### config.mk
export PLATFORM = sky130hd
export DESIGN_NAME = cic_interpolator_var
export DESIGN_NICKNAME = d
export VERILOG_FILES = /design/src/rtl/cic_interpolator_var.sv
export SDC_FILE = /design/constraint.sdc
export NUM_CORES = 1
export LEC_CHECK = 0
export ABC_AREA = 1
export CORE_AREA = 2 2 248 250
export CTS_CLUSTER_SIZE = 28
export DETAILED_ROUTE_END_ITERATION = 8
export DIE_AREA = 0 0 250 252
export HOLD_SLACK_MARGIN = 0.1
export PLACE_DENSITY = 0.56
export SLEW_MARGIN = 30
export SYNTH_ARGS = -nofsm -noshare
export SYNTH_HDL_FRONTEND = slang
export SYNTH_SLANG_ARGS = --single-unit
### constraint.sdc
create_clock -name clk -period 5.15 [get_ports clk]
set_input_delay 1.2875 -clock clk [delete_from_list [all_inputs] [get_ports clk]]
set_output_delay 1.2875 -clock clk [all_outputs]
set_load 0.01 [all_outputs]
### src/rtl/cic_interpolator_var.sv
// cic_interpolator_var: CIC interpolator with a run-time ratio, rounding, shift and saturation
//   clk/reset_n        output-rate clock, async active-low reset
//   enable             run; low clears the datapath and latches ratio/shift
//   ratio, shift       interpolation ratio R and output right shift (latched while idle)
//   in_data/in_valid/in_ready   input sample handshake, one strobe every R clocks
//   out_data/out_valid one output sample per clock while running
//   underrun/clr_underrun       sticky missed-sample flag and its clear
module cic_interpolator_var #(
  parameter int ISZ = 16,
  parameter int OSZ = 16,
  parameter int NUM_STAGES = 3,
  parameter int DIFF_DLY = 1,
  parameter int RMAX_LOG2 = 5,
  localparam int RMAX = 2 ** RMAX_LOG2,
  localparam int ASZ = ISZ + NUM_STAGES * (RMAX_LOG2 + $clog2(DIFF_DLY)),
  localparam int SHW = $clog2(ASZ)
) (
  input  logic                 clk,
  input  logic                 reset_n,
  input  logic                 enable,
  input  logic [RMAX_LOG2:0]   ratio,
  input  logic [SHW-1:0]       shift,
  input  logic [ISZ-1:0]       in_data,
  input  logic                 in_valid,
  output logic                 in_ready,
  output logic [OSZ-1:0]       out_data,
  output logic                 out_valid,
  output logic                 underrun,
  input  logic                 clr_underrun
);
  localparam int N = NUM_STAGES;
  localparam int M = DIFF_DLY;
  localparam int CW = ISZ + NUM_STAGES;
  localparam logic signed [ASZ:0] OMAX = (ASZ + 1)'(2 ** (OSZ - 1) - 1);
  localparam logic signed [ASZ:0] OMIN = ~OMAX;
  logic [RMAX_LOG2:0] rl, p;
  logic [SHW-1:0] sh;
  logic [N:0] stb;
  logic go;
  logic [2*N-1:0] vp;
  logic signed [CW-1:0] comb [N+1];
  logic signed [CW-1:0] dly [N][M];
  logic signed [ASZ-1:0] acc [N];
  logic signed [ASZ:0] rnd, ext, y;
  logic [OSZ-1:0] sat;
  always_comb begin
    rnd = (sh == '0) ? '0 : (ASZ + 1)'(1) << (sh - 1'b1);
    ext = (ASZ + 1)'(acc[N-1]) + rnd;
    y = ext >>> sh;
    sat = (y > OMAX) ? {1'b0, {(OSZ-1){1'b1}}} : (y < OMIN) ? {1'b1, {(OSZ-1){1'b0}}} : y[OSZ-1:0];
  end
  always_ff @(posedge clk or negedge reset_n)
    if (!reset_n) begin
      rl <= (RMAX_LOG2 + 1)'(1);
      sh <= '0;
    end else if (!enable) begin
      rl <= (ratio == '0) ? (RMAX_LOG2 + 1)'(1) : (ratio > (RMAX_LOG2 + 1)'(RMAX)) ? (RMAX_LOG2 + 1)'(RMAX) : ratio;
      sh <= (shift > SHW'(ASZ - 1)) ? SHW'(ASZ - 1) : shift;
    end
  always_ff @(posedge clk or negedge reset_n)
    if (!reset_n) begin
      p <= '0;
      in_ready <= 1'b0;
      stb <= '0;
      go <= 1'b0;
      vp <= '0;
      out_valid <= 1'b0;
      out_data <= '0;
      for (int k = 0; k <= N; k++) comb[k] <= '0;
      for (int k = 0; k < N; k++) begin
        acc[k] <= '0;
        for (int m = 0; m < M; m++) dly[k][m] <= '0;
      end
    end else if (!enable) begin
      p <= '0;
      in_ready <= 1'b0;
      stb <= '0;
      go <= 1'b0;
      vp <= '0;
      out_valid <= 1'b0;
      out_data <= '0;
      for (int k = 0; k <= N; k++) comb[k] <= '0;
      for (int k = 0; k < N; k++) begin
        acc[k] <= '0;
        for (int m = 0; m < M; m++) dly[k][m] <= '0;
      end
    end else begin
      p <= (p == rl - 1'b1) ? '0 : p + 1'b1;
      in_ready <= (p == '0);
      // stb[k-1] fires comb k; stb[N] marks the zero-stuffed sample entering integrator 0
      stb <= {stb[N-1:0], in_ready};
      // on underrun comb[0] simply holds, so the previous sample is re-used
      if (in_ready && in_valid) comb[0] <= CW'($signed(in_data));
      for (int k = 1; k <= N; k++)
        if (stb[k-1]) begin
          comb[k] <= comb[k-1] - dly[k-1][M-1];
          dly[k-1][0] <= comb[k-1];
          for (int m = 1; m < M; m++) dly[k-1][m] <= dly[k-1][m-1];
        end
      acc[0] <= acc[0] + (stb[N] ? ASZ'(comb[N]) : '0);
      for (int j = 1; j < N; j++) acc[j] <= acc[j] + acc[j-1];
      // out_valid trails the first accepted strobe by the full pipeline depth
      go <= go | in_ready;
      vp <= {vp[2*N-2:0], go};
      out_valid <= vp[2*N-1];
      out_data <= sat;
    end
  always_ff @(posedge clk or negedge reset_n)
    if (!reset_n) underrun <= 1'b0;
    else if (enable && in_ready && !in_valid) underrun <= 1'b1;
    else if (clr_underrun) underrun <= 1'b0;
endmodule

=== Yosys cells after proc, flatten, opt, wreduce, memory -nomap -nowiden ===
Cells that the tools add are included.

* Output and inout port bits: 19
* Bits in read-only memories: 0
* Memories: 0
* Latch bits: 0
* Memory bits (writable): 0
* Logic and storage cells: 77
* Bits of input ports: 32
* Register bits: 273

* Reductions and logical operators: 8
* Divide/modulo/power cells: 0
* Shift operators: 2
* Equal/unequal tests: 5
* $lt $le $gt $ge: 4
* Multipliers: 0
* $add $sub $neg: 10
* Muxes and demuxes: 27
* Bitwise gates (word level): 1

{| class="wikitable"
|+ Operators with widths
! operator !! number
|-
| two-way mux 19 bit || 7
|-
| adder 31 bit || 3
|-
| two-way mux 93 bit || 1
|-
| two-way mux 76 bit || 1
|-
| two-way mux 57 bit || 1
|-
| subtractor 19 bit || 3
|-
| two-way mux 16 bit || 3
|-
| adder 31 x 32 -> 32 bit || 1
|-
| > comparator 32 x 16 -> 1 bit (second input constant) || 1
|-
| less-than comparator 32 x 16 -> 1 bit (second input constant) || 1
|-
| two-way mux 32 bit || 1
|-
| left shift 1 x 5 -> 32 bit (first input constant) || 1
|-
| >>> shifter 32 x 5 -> 32 bit || 1
|-
| two-way mux 31 bit || 1
|-
| two-way mux 6 bit || 5
|-
| zero test 6 bit || 2
|-
| != test 2 x 1 -> 1 bit (second input constant) || 4
|-
| adder 6 x 1 -> 6 bit (second input constant) || 1
|-
| == test 6 bit || 1
|-
| > comparator 6 bit (second input constant) || 1
|-
| subtractor 6 x 1 -> 6 bit (second input constant) || 1
|-
| > comparator 5 bit (second input constant) || 1
|-
| zero test 5 bit || 1
|-
| two-way mux 1 bit || 5
|-
| 7 further kinds || 9
|}

=== Logic depth before layout (Yosys ltp) ===
* Depth in word-level cells: 9
* Mapped depth: 37
* Gate-level depth less buffers: 34

=== Worst setup path after synthesis ===
Ideal clock, no wire load.

* Path type: reg-to-reg
* Start point: register sh[1]
* End point: register out_data[10]
* Arrival time: 3.941 ns
* Stages on the path, launching flop included: 36
* Required time: 5.004 ns
* Period minus slack after synthesis: 4.087 ns
* Path buffers: 3
* Slack: 1.063 ns
* Setup time: 0.146 ns
* Cells stage by stage: dfrtp_1 clkbuf_1 buf_1 nor2_1 inv_1 nor2_1 nand2_1 nand2_1 nand2_1 inv_1 nand2_1 inv_1 ha_1 inv_1 fa_1 inv_1 nand3_1 nand2_1 nand3_1 nand3_1 nand2_1 nand2_1 nand2_1 nand3_1 nand3_2 nand3_1 nand3_1 nand2_1 nand2_1 nor3_2 nand2_1 nand2_1 nand2_2 nand2_4 buf_8 a21oi_2

* Longest elaborated chain between the ends: 9
* Elaborated cells on any way between the ends: 11
* Those cells by class: add/sub: 2; order compare: 2; shift: 2; mux: 4; reduce/logical: 1

{| class="wikitable"
|+ Ends and longest elaborated chain
! element !! line !! text
|-
| from (decl) || 37 || <nowiki>logic [SHW-1:0] sh;</nowiki>
|-
| from (signal assigned) || 58 || <nowiki>sh <= (shift > SHW'(ASZ - 1)) ? SHW'(ASZ - 1) : shift;</nowiki>
|-
| subtractor 5 x 1 -> 5 bit || 47 || <nowiki>rnd = (sh == '0) ? '0 : (ASZ + 1)'(1) << (sh - 1'b1);</nowiki>
|-
| left shift 1 x 5 -> 32 bit || 47 ||
|-
| two-way mux 32 bit || 47 ||
|-
| adder 31 x 32 -> 32 bit || 48 || <nowiki>ext = (ASZ + 1)'(acc[N-1]) + rnd;</nowiki>
|-
| >>> shifter 32 x 5 -> 32 bit * || 49 || <nowiki>y = ext >>> sh;</nowiki>
|-
| less-than comparator 32 x 16 -> 1 bit || 50 || <nowiki>sat = (y > OMAX) ? {1'b0, {(OSZ-1){1'b1}}} : (y < OMIN) ? {1'b1, {(OSZ-1){1'b0}}} : y[OSZ-1:0];</nowiki>
|-
| two-way mux 16 bit || 50 ||
|-
| two-way mux 16 bit * || 50 ||
|-
| two-way mux 16 bit * || 74 || <nowiki>end else if (!enable) begin</nowiki>
|-
| to (signal assigned) || 106 || <nowiki>out_data <= sat;</nowiki>
|-
| to (decl) || 26 || <nowiki>output logic [OSZ-1:0] out_data,</nowiki>
|}

Every way passes the cells marked *; elsewhere a longest branch is shown, timed or not.
A chain may end at the register's enable or synchronous reset.

=== Worst setup path in the final report ===
* Start point: register sh[0]
* End point: register out_data[2]

Same word-level chain as after synthesis.

==> flow_metrics.py <==
metrics = {
    "clocking": {
        "clk_latency_ns": 0.57,
        "clkTransAtPathRegs_ns": 0.06,
        "clock_path_buffers": 3,
        "cts_tree": "yes",
        "cts_setup_buffers": 0,
        "ctsHoldBuffers": 0,
        "ctsResizeCount": 0,
        "cts_buffers": 35,
        "clock-sinks": 267,
        "htree_levels": 2,
        "root_buffer": "clkbuf_16",
    },
    "global_route": {
        "grt.overflow.total": 0,
        "track_usage_pct": 18.4,
        "grt_pass1_vias": 18900,
        "grt_max_degree": 105,
        "grt_pass1_wl_um": 95500,
        "antenna_found_initial": 0,
    },
    "critical_path": {
        "cpMaxStageDelayCell": "fa_1",
        "cp_common_cell": "nand2_1",
        "cp_data_arrival_time_ns": 4.95,
        "critPathRequiredTime_ns": 5.62,
        "crit_fanout": 15,
        "critPathMaxStageDelay_ns": 0.39,
        "cp-start-kind": "flop",
        "critPathKind": "flop to flop",
        "endpoint_kind": "flop",
    },
    "cells_and_area": {
        "finalNonFillerCells": 3884,
        "register_area_um2": 6680,
        "area_growth_pct": 11.5,
        "insertedDiodeCount": 0,
        "multi_input_area_um2": 12000,
        "finalNetCount": 3298,
        "final_layout_size_suffix_gt1_share_pct": 5.03,
        "nFillCells": 6530,
    },
    "timing": {
        "maxClockFrequency_ghz": 0.224,
        "fin_ws_ns": 0.678,
        "final.period_utilization_pct": 86.8,
        "fin_crit_ns": 4.47,
        "setup_violations": 0,
        "relSlewSlack_pct": 43.6,
        "slew_violations": 0,
        "fin_skew_ns": 0.0318,
        "rsz0062_at_grt": "no",
        "worstMarginPinSlew_ns": 0.843,
        "hold_violations": 0,
        "timing.setup.tns_ns": 0,
    },
    "synth": {
        "yosysWarnings": 0,
        "syn_nets": 3273,
        "synthFlopType": "dfrtp_1",
        "ys_ff_latch": 267,
        "synth_edf_count": 0,
        "synth_seq_area_share_pct": 31.9,
        "ys_types": 55,
        "avgSynthCellArea_um2": 6.84,
        "netlist_area_um2": 20900,
        "synthArstFlopShare_pct": 100,
        "synthCells": 3058,
    },
    "outcome": {
        "outcome": "finished, final reports clean",
    },
    "floorplanning": {
        "dieWidth_um": 250,
        "io_pins": 51,
        "start_util_pct": 34.8,
        "row_count": 90,
        "die-area_um2": 63000,
        "die_h_um": 252,
        "core_area_um2": 60100,
    },
    "pwr": {
        "seq_power_share_pct": 38.9,
        "p_switching_mw": 1.73,
        "leakage_nw": 12.4,
        "ir_drop_uv": 238,
        "swShare_pct": 30.6,
        "p_comb_share_pct": 18.7,
        "pwr-share-clk_pct": 42.4,
        "powerDensity_nw_per_um2": 243,
        "p_int_mw": 3.93,
    },
    "place": {
        "io_buffers": 50,
        "dp_hpwl_um": 44200,
        "dp.cells": 3828,
        "gp_congestion": 0.930,
        "dpl_worst_slack_ns": 0.708,
    },
    "detailed_routing": {
        "wire_per_inst_um": 14.8,
        "vias": 19300,
        "ant_nets": 0,
        "viasPerCell": 4.98,
        "wirelength_um": 57400,
        "firstDrtPassIters": 6,
        "remaining_drc_errors": 0,
        "drt-initial-drc-count": 991,
    },
    "flow_run": {
        "max-cap-violations": 0,
    },
    "min_path": {
        "hold_path_class": "flop to flop",
    },
}
[worst max-delay path, delay by kind of cell, from the launching register on]
family          cells  cell delay, ns
simple gates       25            2.79
fa+ha+maj           2            0.60
buf+inv             5            0.45
flops               1            0.38
compound gates      1            0.15
[final timing paths]
| path | startpoint | slack (ns) | endpoint | cells after the start |
|---|---|---|---|---|
| worst max-delay path | sh[0]$_DFFE_PN0N_ | 0.68 | out_data[2]$_DFF_PN0_ | 33 |
| worst min-delay path | vp[0]$_DFF_PN0_ | 0.43 | vp[1]$_DFF_PN0_ | 2 |
| worst max register to register | sh[0]$_DFFE_PN0N_ | 0.68 | out_data[2]$_DFF_PN0_ | 33 |
| worst min register to register | vp[0]$_DFF_PN0_ | 0.43 | vp[1]$_DFF_PN0_ | 2 |
| max in group asynchronous | reset_n | 3.25 | acc[87]$_DFF_PN0_ | 2 |
| min in group asynchronous | reset_n | 0.76 | sh[2]$_DFFE_PN0N_ | 1 |
[cell type report]
class / instances / area share, %
Multi-Input combinational cell: 2198 / 51.4
Clock inverter: 12 / 0.526
Timing Repair Buffer: 70 / 2.85
Sequential cell: 267 / 28.6
Clock buffer: 44 / 4.20
Inverter: 511 / 8.22
Tap cell: 782 / 4.19
[registers in the layout (all words and copies together) (netlist names)]
register and cells:
acc 93, comb 73, dly 54, out_data 16, p 6, rl 6, vp 6, sh 5
stb 4, go 1, in_ready 1, out_valid 1, underrun 1
[placed cells by master (no fill, tap or decap), drive strengths merged, types with 3 or more instances in the layout]
master and n:
a211o 3, a211oi 4, a21boi 14, a21oi 240, a221oi 6, a31oi 11
and2 3, buf 22, clkbuf 44, clkdlybuf4s50 48, clkinv 12, dfrtp 266
fa 7, ha 176, inv 510, nand2 746, nand3 247, nand3b 6
nand4 16, nor2 269, nor3 35, nor4 7, o2111ai 4, o21a 4
o21ai 212, o21bai 8, o221ai 6, o22ai 90, o31ai 10, o32ai 3
or2 7, xnor2 22, xor2 29
[Yosys cell counts (8+ instances only)]
master | instances | share of area (%)
a21oi_1 | 228 | 5.5
ha_1 | 176 | 11
clkbuf_1 | 53 | 0.95
nand2_2 | 22 | 0.66
nand3_1 | 237 | 5.7
inv_1 | 500 | 9.0
a31oi_1 | 11 | 0.33
nor3_1 | 31 | 0.74
nand3_2 | 10 | 0.48
nand4_1 | 16 | 0.48
buf_1 | 16 | 0.29
a21boi_0 | 14 | 0.50
xor2_1 | 29 | 1.2
dfrtp_1 | 266 | 32
o21ai_0 | 206 | 4.9
nor2_1 | 262 | 4.7
o31ai_1 | 10 | 0.36
buf_2 | 10 | 0.24
a21oi_2 | 12 | 0.50
o21bai_1 | 8 | 0.29
nand2_1 | 720 | 13
o22ai_1 | 90 | 2.7
xnor2_1 | 22 | 0.92
[power groups by stage]
stage / combinational, mW / clock, mW / sequential (mW)
2_1_floorplan: 0.748 / 0 / 2.24
3_3_place_gp: 1.06 / 0 / 2.24
3_5_place_dp: 1.06 / 0 / 2.24
4_1_cts: 1.07 / 2.48 / 2.20
5_1_grt: 1.22 / 2.56 / 2.21
6_report: 1.06 / 2.40 / 2.20
[kinds of logic after synthesis]
kind of cell / share of synthesized area [%]
flops: 31.9
xor+xnor: 2.13
fa+ha+maj: 11.2
buf+inv: 10.8
mux: 0.0956
compound gates: 16.7
simple gates: 27.1
[per-stage QoR]
stage	hold slack (ns)	instance area, um^2	utilization (%)	power (mW)
after floorplan	0.413	20900	-	2.98
final	0.428	23300	38.8	5.66
after CTS	0.431	23300	38.8	5.75
after detailed placement	0.419	22200	37.0	3.30
after global placement	0.415	22200	37.0	3.30
after global routing	0.452	23300	38.8	5.99
[per-layer routing]
| layer | vias to the layer above | GRT usage, % | share of wire, % |
|---|---|---|---|
| li1 | 10100 | - | - |
| met1 | 8855 | 23.4 | 46 |
| met2 | 311 | 32.3 | 47 |
| met3 | 102 | 1.84 | 3.3 |
| met4 | 0 | 7.19 | 3.6 |
| met5 | - | 0 | 0 |
No activity file was read; power rests on OpenSTA's default activity.
